<file path="src/rtl/fir4_pkg.sv">
// rtl/fir4_pkg.sv - shared widths, saturation limits and round/saturate helper for the FIR output stage
package fir4_pkg;

   // Accumulator width covering any output width up to 31 bits plus rounding headroom.
   localparam int ACC_W  = 40;
   localparam int DROP_W = 8;
   localparam logic [DROP_W-1:0] DROP_MAX = '1;

   typedef struct packed {
      logic                    sat;
      logic signed [ACC_W-1:0] val;
   } sat_res_t;

   function automatic logic signed [ACC_W-1:0] sat_hi(input int ow);
      return (ACC_W'(1) << (ow - 1)) - ACC_W'(1);
   endfunction

   function automatic logic signed [ACC_W-1:0] sat_lo(input int ow);
      return ~sat_hi(ow);
   endfunction

   function automatic sat_res_t sat_round(input logic signed [ACC_W-1:0] x,
                                          input logic [1:0]              sh,
                                          input int                      ow);
      logic signed [ACC_W-1:0] rnd;
      logic signed [ACC_W-1:0] r;
      logic signed [ACC_W-1:0] hi;
      logic signed [ACC_W-1:0] lo;
      sat_res_t                res;
      rnd     = (sh == 2'd0) ? '0 : (ACC_W'(1) << (sh - 2'd1));
      r       = (x + rnd) >>> sh;
      hi      = sat_hi(ow);
      lo      = sat_lo(ow);
      res.sat = (r > hi) || (r < lo);
      if (r > hi)
         res.val = hi;
      else if (r < lo)
         res.val = lo;
      else
         res.val = r;
      return res;
   endfunction

endpackage

</file>
<file path="src/rtl/fir4_sync_fifo.sv">
// rtl/fir4_sync_fifo.sv - synchronous FIFO with wrap-bit pointers; a full FIFO accepts a push when popped in the same cycle
module fir4_sync_fifo
   import fir4_pkg::*;
#(
   parameter int w     = 16,
   parameter int DEPTH = 4
) (
   input  logic         clk_i,
   input  logic         rst_ni,
   input  logic         push_i,
   input  logic [w-1:0] data_i,
   input  logic         pop_i,
   output logic         full_o,
   output logic         empty_o,
   output logic [w-1:0] head_o
);

   localparam int AW = $clog2(DEPTH);

   logic [AW:0]  wr_ptr_q, wr_ptr_d;
   logic [AW:0]  rd_ptr_q, rd_ptr_d;
   logic [w-1:0] mem_q [DEPTH];
   logic         do_push, do_pop;

   assign empty_o = (wr_ptr_q == rd_ptr_q);
   assign full_o  = (wr_ptr_q[AW] != rd_ptr_q[AW]) && (wr_ptr_q[AW-1:0] == rd_ptr_q[AW-1:0]);
   assign do_pop  = pop_i && !empty_o;
   assign do_push = push_i && (!full_o || do_pop);
   assign head_o  = empty_o ? '0 : mem_q[rd_ptr_q[AW-1:0]];

   always_comb begin
      wr_ptr_d = wr_ptr_q;
      rd_ptr_d = rd_ptr_q;
      if (do_push) wr_ptr_d = wr_ptr_q + 1'b1;
      if (do_pop)  rd_ptr_d = rd_ptr_q + 1'b1;
   end

   always_ff @(posedge clk_i) begin
      if (!rst_ni) begin
         wr_ptr_q <= '0;
         rd_ptr_q <= '0;
      end else begin
         wr_ptr_q <= wr_ptr_d;
         rd_ptr_q <= rd_ptr_d;
      end
   end

   // When full, the write slot is the head being popped this cycle, so overwriting it is safe.
   always_ff @(posedge clk_i) begin
      if (do_push) mem_q[wr_ptr_q[AW-1:0]] <= data_i;
   end

endmodule

</file>
<file path="src/rtl/fir4_out_stage.sv">
// rtl/fir4_out_stage.sv - FIR output stage: warm-up discard, round/shift/saturate, output FIFO with drop counting
module fir4_out_stage
   import fir4_pkg::*;
#(
   parameter int w      = 16,
   parameter int DEPTH  = 4,
   parameter int WARMUP = 3
) (
   input  logic                clk,
   input  logic                reset,
   input  logic                in_valid,
   input  logic signed [w+1:0] in_sum,
   input  logic [1:0]          cfg_shift,
   input  logic                out_ready,
   output logic                out_valid,
   output logic signed [w-1:0] out_data,
   output logic                sat_flag,
   output logic [DROP_W-1:0]   drop_cnt
);

   localparam int WU_W = $clog2(WARMUP + 2);

   logic [WU_W-1:0]   wu_cnt_q, wu_cnt_d;
   logic              s1_valid_q, s1_valid_d;
   logic [w-1:0]      s1_data_q, s1_data_d;
   logic              sat_q, sat_d;
   logic [DROP_W-1:0] drop_q, drop_d;

   logic                    warm_done, accept, pop, drop;
   logic                    fifo_full, fifo_empty;
   logic [w-1:0]            fifo_head;
   logic signed [ACC_W-1:0] sum_ext;
   sat_res_t                rr;

   assign warm_done = (wu_cnt_q == WU_W'(WARMUP));
   assign accept    = in_valid && warm_done;
   assign sum_ext   = ACC_W'(in_sum);
   assign rr        = sat_round(sum_ext, cfg_shift, w);
   assign pop       = out_valid && out_ready;
   assign drop      = s1_valid_q && fifo_full && !pop;

   always_comb begin
      wu_cnt_d   = wu_cnt_q;
      s1_valid_d = accept;
      s1_data_d  = s1_data_q;
      sat_d      = sat_q;
      drop_d     = drop_q;
      if (in_valid && !warm_done) wu_cnt_d = wu_cnt_q + 1'b1;
      if (accept) begin
         s1_data_d = rr.val[w-1:0];
         sat_d     = sat_q | rr.sat;
      end
      if (drop && (drop_q != DROP_MAX)) drop_d = drop_q + 1'b1;
   end

   always_ff @(posedge clk) begin
      if (!reset) begin
         wu_cnt_q   <= '0;
         s1_valid_q <= 1'b0;
         s1_data_q  <= '0;
         sat_q      <= 1'b0;
         drop_q     <= '0;
      end else begin
         wu_cnt_q   <= wu_cnt_d;
         s1_valid_q <= s1_valid_d;
         s1_data_q  <= s1_data_d;
         sat_q      <= sat_d;
         drop_q     <= drop_d;
      end
   end

   fir4_sync_fifo #(
      .w     (w),
      .DEPTH (DEPTH)
   ) u_fifo (
      .clk_i   (clk),
      .rst_ni  (reset),
      .push_i  (s1_valid_q),
      .data_i  (s1_data_q),
      .pop_i   (out_ready),
      .full_o  (fifo_full),
      .empty_o (fifo_empty),
      .head_o  (fifo_head)
   );

   assign out_valid = !fifo_empty;
   assign out_data  = fifo_head;
   assign sat_flag  = sat_q;
   assign drop_cnt  = drop_q;

endmodule

</file>
<file path="config.mk">
export PLATFORM = sky130hd
export DESIGN_NAME = fir4_out_stage
export DESIGN_NICKNAME = d
export VERILOG_FILES = /design/src/rtl/fir4_pkg.sv /design/src/rtl/fir4_sync_fifo.sv /design/src/rtl/fir4_out_stage.sv
export SDC_FILE = /design/constraint.sdc
export NUM_CORES = 1
export LEC_CHECK = 0
export ABC_AREA = 1
export CORE_AREA = 2 2 155 157
export CTS_BUF_LIST = sky130_fd_sc_hd__clkbuf_4 sky130_fd_sc_hd__clkbuf_8 sky130_fd_sc_hd__clkbuf_16
export DETAILED_ROUTE_END_ITERATION = 10
export DIE_AREA = 0 0 157 159
export PLACE_DENSITY = 0.44
export SKIP_LAST_GASP = 1
export SYNTH_ARGS = -nofsm -noshare
export SYNTH_HDL_FRONTEND = slang
export SYNTH_SLANG_ARGS = --single-unit
</file>
<file path="constraint.sdc">
create_clock -name clk -period 5.98 [get_ports clk]
set_clock_uncertainty 0.05 [all_clocks]
set_input_delay 0.897 -clock clk [delete_from_list [all_inputs] [get_ports clk]]
set_output_delay 0.897 -clock clk [all_outputs]
set_load 0.005 [all_outputs]
</file>
==> results of run 1 <==
final cells by class:
type | instances | area [sq um]
well taps | 319 | 399
repair buffers | 54 | 528
inverters | 63 | 236
flip-flops and latches | 101 | 2660
fillers | 2501 | 16800
clock buffers | 10 | 233
multi-input cells | 433 | 2250
clock inverters | 6 | 78.8
flip-flops by register name (all words and copies together) (netlist names), named ones only:
register,cells
u_fifo.wr_ptr_q,3
wu_cnt_q,3
u_fifo.rd_ptr_q,3
s1_valid_q,1
sat_flag,1
s1_data_q,16
drop_cnt,8
u_fifo.mem_q,64
layer usage:
metal  up-vias  GRT usage, %  routed length (um)
met4         0          2.88                 149
met1      1775          13.9                5930
met2        72          15.6                5230
met5         -             0                   0
met3        11          1.96                 471
li1       2145             -                   -
Yosys cell counts, drive strengths merged:
master    n  area (sq um)
nor3      2          10.0
nand3b    1          7.51
nand2   127           519
o21bai    1          7.51
fa        1          20.0
o211ai    1          7.51
mux2i     2          20.0
edfxtp   64          1920
xnor2     6          52.6
o21ba     1          10.0
nand4     1          6.26
nor2    118           478
o32ai    16           140
clkbuf   17          63.8
conb      1          3.75
clkinv    1          3.75
xor2      9          78.8
dfxtp    37           741
or2       4          25.0
ha       12           150
nor3b     1          7.51
inv      62           233
a41oi     1          8.76
buf       8          55.1
a21oi    33           173
o21ai    58           290
nand3    37           225
power by group through the flow:
| stage | sequential, mW | clock, mW | combinational, mW |
|---|---|---|---|
| after floorplan | 0.767 | 0 | 0.164 |
| after global placement | 0.769 | 0 | 0.261 |
| after detailed placement | 0.769 | 0 | 0.259 |
| after CTS | 0.753 | 0.617 | 0.260 |
| after global routing | 0.754 | 0.640 | 0.294 |
| final | 0.753 | 0.604 | 0.255 |
final timing paths:
| kind | slack, ps | endpoint | depth (start not counted) |
|---|---|---|---|
| setup / recovery | 1560 | s1_data_q[12] | 20 |
| hold / removal | 410 | sat_flag | 2 |
| setup reg to reg | 3040 | u_fifo.mem_q[1][12] | 9 |
| hold reg to reg | 410 | sat_flag | 2 |
cell families after synthesis:
logic type                 synth area share (%)
AOI/OAI and AO/OA                          12.1
xor gates and xnor gates                   2.50
adders and majority gates                  3.24
buffers and inverters                      6.76
DFF                                        50.6
muxes                                     0.381
other                                    0.0713
and+or+nand+nor                            24.3
worst reg2reg max path, stage by stage (launching register included):
cell and delay, ps:
dfxtp_1 440, xor2_1 200, a21oi_2 60, nand2_2 340, nand2_1 150, inv_2 140
nor2_2 60, nor2_1 150, inv_1 160, nor2_2 790
through the flow:
step | util, % | std cells | total power [mW]
after floorplan | - | 622 | 0.932
after global placement | 26.2 | 970 | 1.03
after detailed placement | 26.2 | 970 | 1.03
after CTS | 27.5 | 986 | 1.63
after global routing | 27.5 | 986 | 1.69
final | 27.5 | 986 | 1.61
==> flow_summary.toml, run 1 <==
[floorplan]
dieArea_sq_mm = 0.0250
boundaryPins = 50
fp-row-count = 56
core_sq_mm = 0.0232
die_height_um = 159
die_w_um = 157
initial_core_util_pct = 22.7

[placement]
dp_hpwl_mm = 8.21
postPlaceCellArea_sq_mm = 0.00607
io_buffers = 49
place_congestion = 0.826
preCtsSetupSlack_ps = 1190

[final_layout]
drive_above_1_share_pct = 9.60
num_antenna_cells = 0
nets = 699
final_common_cell = "nand2_1"
final_cell_mix = "nand2_1, nor2_1, edfxtp_1"
syn_to_final_growth_pct = 21.4
fin_area_sq_mm = 0.00639

[clock_tree]
clock_latency_ps = 340
cts_buffers = 9
cts_resized = 0
clk_path_buf_depth = 2
root_buffer = "clkbuf_16"
cts_tree = "done"
htreeDepth = 3
cts_sinks = 101
cts.hold.buffers_added = 0
cts.reportedPaths.clkPinSlew_ps = 70
cts_setup_buffers = 0

[synthesis]
avgSynthCellArea_sq_um = 8.45
syn_nets = 659
ys_types = 40
netlist_area_sq_mm = 0.00526
synth_seq_area_share_pct = 50.6
ys_ff_latch = 101
syn_inst = 622
ys.warnings.count = 0

[setup_path]
cp_max_fo = 24
cp_top_family = "buffers and inverters"
crit_chain = "clkdlybuf4s50_1, inv_1, nor2_1, ha_1, inv_1, fa_1, inv_1, nand2_1, nand2_2, nand2_2, nor2_1, nand2_1, nor2_1, xor2_1, nand2_1, nand3_1, o21ai_0, a21oi_1, nor2_1, nor2_1"
timing.rr.start = "u_fifo.wr_ptr_q[0]"
crit_type = "primary input to flip-flop"
startpoint = "cfg_shift[0]"
start_kind = "primary input"
critPathMaxStageDelay_ps = 870
path_buf_inv = 4
cp_common_cell = "nor2_1"
end_kind = "flip-flop"
critical_path_arrival_ps = 4640
crit_required_ps = 6210
cp_slowest_cell = "clkdlybuf4s50_1"

[flow_run]
max-cap-violations = 0

[timing]
max_freq_mhz = 226
final-setup-viol-count = 0
grt_setup_unrepaired = "no"
slew_headroom_pct = 30.9
fin_crit_ps = 4420
worst_pin_slew_ps = 1030
hold_violations = 0
fin_ws_ps = 1560
slew_viol_final = 0
finalCritPeriodShare_pct = 73.8
hold_slack_ps = 408
timing.setup.tns_ps = 0

[drt]
wire_per_inst_um = 11.9
drcViolationCount = 0
drt-pass1-iter-count = 4
drt_iter0_markers = 266
ant_nets = 0
routed_wl_mm = 11.8
dr_total_vias = 4003
viasPerCell = 4.06

[outcome]
status = "completed"

[power]
leakage_nw = 2.40
p_comb_share_pct = 15.8
seqPwrFrac_pct = 46.7
p_clk_share_pct = 37.5
p_sw_share_pct = 26.5
p_int_mw = 1.18
power_density_mw_per_mm2 = 252
ir_drop_v = 0.000140
netSwitchingPower_mw = 0.427

[grt]
antenna_found_initial = 0
grt_max_degree = 34
grt_overflow_total = 0
grt_pass1_wl_mm = 19.9
grt_pass1_vias = 3887
globalRouteTotalUtil_pct = 9.98

[min_path]
min_path_type = "flip-flop to flip-flop"
hold_start = "sat_flag"
(Power assumes the default switching activity.)
==> run 2: changes to the inputs <==
- clock period: 5.98 -> 4.1 ns (I/O delays scaled with it)
==> run 2 against run 1 <==
Compared with the run above: via count increased by 1.3%; count of clock-buffer cells in the layout decreased by 1; hold slack improved by 3.4 ps; critical path depth increased by 2; utilization increased by 0.25 points; cell count increased by 0.61%; flip-flop and latch count unchanged; register-to-register slack got worse by 1500 ps; cell area increased by 0.90%; total power increased by 49%; largest cell class unchanged; largest power group unchanged.
==> flow_summary.toml, run 2 (same netlist as run 1, synthesis figures left out) <==
[outcome]
status = "completed"

[clock_tree]
clock_latency_ps = 340
cts_buffers = 9
cts.hold.buffers_added = 0
cts_tree = "done"
root_buffer = "clkbuf_16"
cts_sinks = 101
htreeDepth = 3
cts.reportedPaths.clkPinSlew_ps = 70
cts_resized = 0
cts_setup_buffers = 0
clk_path_buf_depth = 2

[setup_path]
cp_max_fo = 15
end_kind = "flip-flop"
startpoint = "cfg_shift[0]"
critical_path_arrival_ps = 3330
start_kind = "primary input"
timing.rr.start = "u_fifo.wr_ptr_q[0]"
crit_required_ps = 4270
reg2reg_slack_ps = 1560
crit_type = "primary input to flip-flop"

[timing]
final-setup-viol-count = 0
slew_viol_final = 0
finalCritPeriodShare_pct = 77.0
grt_setup_unrepaired = "no"
fin_crit_ps = 3160
slew_headroom_pct = 30.3
worst_pin_slew_ps = 1040
max_freq_mhz = 317
fin_ws_ps = 941
timing.setup.tns_ps = 0
hold_violations = 0

[floorplan]
die_height_um = 159
dieArea_sq_mm = 0.0250
core_sq_mm = 0.0232
fp-row-count = 56
die_w_um = 157
boundaryPins = 50
initial_core_util_pct = 22.7

[final_layout]
regArea_sq_mm = 0.00266
largest_register_ffs = 64
final_util_pct = 27.8
nets = 705
syn_to_final_growth_pct = 22.5
final_cell_mix = "nand2_1, nor2_1, edfxtp_1"
final_common_cell = "nand2_1"
multi_input_area_sq_mm = 0.00224
num_antenna_cells = 0
fin_area_sq_mm = 0.00644
fillers = 2470
drive_above_1_share_pct = 9.96

[grt]
grt_pass1_wl_mm = 20.0
grt_max_degree = 33
grt_pass1_vias = 3883
globalRouteTotalUtil_pct = 9.99
grt_overflow_total = 0
antenna_found_initial = 0

[placement]
io_buffers = 49
place_congestion = 0.782
dp_hpwl_mm = 8.44
postPlaceCellArea_sq_mm = 0.00611
preCtsSetupSlack_ps = 574

[min_path]
hold_start = "sat_flag"
min_path_type = "flip-flop to flip-flop"

[power]
ir_drop_v = 0.000185
power_mw = 2.41
leakage_nw = 2.43
power_density_mw_per_mm2 = 373

[flow_run]
max-cap-violations = 0

[drt]
ant_nets = 0
viasPerCell = 4.09
drt_iter0_markers = 186
dr_total_vias = 4054
drcViolationCount = 0
drt-pass1-iter-count = 4
routed_wl_mm = 12.0
wire_per_inst_um = 12.1
[run 2: cell types whose count changed in the layout (fill, tap and decap cells not counted), sizes merged]
| cell | change |
|---|---|
| bufinv | +1 |
| clkinv | -1 |
| clkbuf | -1 |
| clkinvlp | +1 |
| buf | +6 |
[run 2: per-stage QoR]
stage               cells  hold WS, ps
floorplan             622          389
global placement      976          386
detailed placement    976          395
CTS                   992          416
global route          992          464
finish                992          411
[run 2: per-layer routing]
| metal | vias to the layer above | part of all wire (%) | global-route usage, % |
|---|---|---|---|
| met5 | - | 0 | 0 |
| met4 | 0 | 1.7 | 3.25 |
| met3 | 12 | 2.8 | 1.50 |
| met2 | 66 | 43 | 15.4 |
| met1 | 1825 | 53 | 14.3 |
| li1 | 2151 | - | - |
[run 2: final timing paths]
kind,to,cells past startpoint
max,s1_data_q[5],22
min,sat_flag,2
max reg2reg,u_fifo.wr_ptr_q[2],13
min reg2reg,sat_flag,2
[run 2: power by group]
part           internal (mW)  switching, mW  total [mW]
combinational          0.152          0.217       0.369
sequential              1.09         0.0200        1.11
clock                  0.547          0.385       0.931
total                   1.78          0.622        2.41
[run 2: critical path, cell delays in order]
cell	delay, ps
clkdlybuf4s50_1	510
inv_1	70
nor2_1	100
ha_1	220
inv_1	70
fa_1	400
inv_1	70
nand2_1	50
nand2_2	80
nand2_2	90
nor2_4	100
nand3_1	100
nand2_1	100
nand2_2	60
nand3_2	80
nand2_2	80
inv_2	60
nand3_2	70
nand2_2	90
nand2_4	110
nor2_1	180
nor2_1	50
[run 2: layout make-up]
class                      instances  area share (%)
multi-input combinational        433            34.8
tap                              319            6.19
clock inverter                     7            1.65
inverter                          63            3.67
sequential                       101            41.3
timing repair buffer              60            8.89
clock buffer                       9            3.50
==> run 3: changes to the inputs <==
- PLACE_DENSITY: 0.44 -> 0.46
- clock period: 4.1 -> 2.66 ns (I/O delays scaled with it)
==> run 3 against run 2 <==
Compared with the run above: global-route usage up 0.092 points; sequential share of layout area down 3.1 points; utilization up 2.2 points; cell count up 3.0%; flip-flop and latch count unchanged; hold slack about the same; total power up 49%; first-iteration DRC count up 42%; critical path depth down 7; cell area up 8.1%; non-clock buffer count up 28; critical endpoint is now s1_data_q[12].
==> flow_summary.toml, run 3 (same netlist as run 1, synthesis figures left out) <==
[clock_tree]
clock_latency_ps = 330
clk_path_buf_depth = 2
cts_sinks = 101
htreeDepth = 3
root_buffer = "clkbuf_16"
cts_tree = "done"
cts_buffers = 9
cts.reportedPaths.clkPinSlew_ps = 60

[final_layout]
fin_area_sq_mm = 0.00696
final_util_pct = 30.0
syn_to_final_growth_pct = 32.4
largest_register_ffs = 64
fillers = 2481
final_cell_mix = "nand2_1, nor2_1, edfxtp_1"
nets = 735
final_cells = 1022
final_common_cell = "nand2_1"
num_antenna_cells = 0
drive_above_1_share_pct = 21.2

[floorplan]
die_height_um = 159
dieArea_sq_mm = 0.0250
die_w_um = 157
core_sq_mm = 0.0232
boundaryPins = 50
initial_core_util_pct = 22.7
fp-row-count = 56

[grt]
globalRouteTotalUtil_pct = 10.1
grt_overflow_total = 0
grt_pass1_vias = 3998
antenna_found_initial = 0
grt_pass1_wl_mm = 20.3
grt_max_degree = 33

[drt]
viasPerCell = 4.07
routed_wl_mm = 12.1
drt_iter0_markers = 265
drcViolationCount = 0
ant_nets = 0
wire_per_inst_um = 11.9
dr_total_vias = 4156
drt-pass1-iter-count = 4

[timing]
fin_ws_ps = 150
final-setup-viol-count = 0
finalCritPeriodShare_pct = 94.4
timing.setup.tns_ps = 0
hold_violations = 0
hold_slack_ps = 412
max_freq_mhz = 398
fin_crit_ps = 2510
slew_viol_final = 0

[setup_path]
cp_common_cell = "nor2_4"
critical_path_arrival_ps = 2730
cp_max_fo = 8
crit_required_ps = 2880
start_kind = "primary input"
end_kind = "flip-flop"
critPathMaxStageDelay_ps = 440
crit_chain = "clkdlybuf4s50_1, ha_1, or2_4, nand3_2, nor2_4, nand2_2, nand3_1, o21ai_1, nand2_1, nand2_4, buf_12, nand3_4, a21oi_4, nor2_4, nor2_1"
cp_slowest_cell = "clkdlybuf4s50_1"
crit_type = "primary input to flip-flop"

[power]
power_mw = 3.58
power_density_mw_per_mm2 = 515
leakage_nw = 2.60
ir_drop_v = 0.000302

[placement]
preCtsSetupSlack_ps = -589
dp.cells = 1001
io_buffers = 49
dp_hpwl_mm = 8.59
postPlaceCellArea_sq_mm = 0.00636
place_congestion = 0.769

[outcome]
status = "completed"

[flow_run]
max-cap-violations = 0

[min_path]
min_path_type = "flip-flop to flip-flop"
==> run 3: cell types whose count changed in the layout (fill, tap and decap cells not counted), sizes merged, moves of 2 or more <==
cell	before	now
buf	11	41
bufinv	2	0
clkbuf	9	11
clkdlybuf4s50	49	45
==> run 3: layer usage <==
metal | track usage (%) | share of wire, %
met4 | 2.75 | 0.99
met1 | 14.2 | 52
met3 | 1.47 | 2.2
met2 | 16.1 | 45
met5 | 0 | 0
==> run 3: worst max-delay path, delay by kind of cell <==
family          cells  cell delay, ps
simple gates       10            1110
buf+inv             2             550
compound gates      2             340
fa+ha+maj           1             330
==> run 3: cell type report <==
type | instances | area, sq um | share of cell area [%]
clock buffers | 11 | 240 | 3.45
clock inverters | 5 | 35.0 | 0.503
inverters | 63 | 241 | 3.47
multi-input cells | 435 | 2560 | 36.7
flip-flops and latches | 101 | 2660 | 38.3
well taps | 319 | 399 | 5.73
repair buffers | 88 | 827 | 11.9
==> run 3: final timing paths <==
path	from	endpoint	slack, ps	depth (start not counted)
hold / removal	sat_flag	sat_flag	410	2
hold reg to reg	sat_flag	sat_flag	410	2
setup reg to reg	u_fifo.rd_ptr_q[0]	u_fifo.mem_q[3][5]	540	10
setup / recovery	in_sum[3]	s1_data_q[12]	150	15
==> run 3: timing repair <==
action,4_1_cts,5_1_grt
setup buffers,4,0
resized for setup,49,30
hold buffers,0,0
setup endpoints to repair,16,17
gates cloned,2,0
pin swaps,20,15
==> run 3: power by group <==
part	internal, mW	total [mW]	switching (mW)
Clock	0.658	1.20	0.540
Sequential	1.68	1.70	0.0213
Combinational	0.300	0.690	0.390
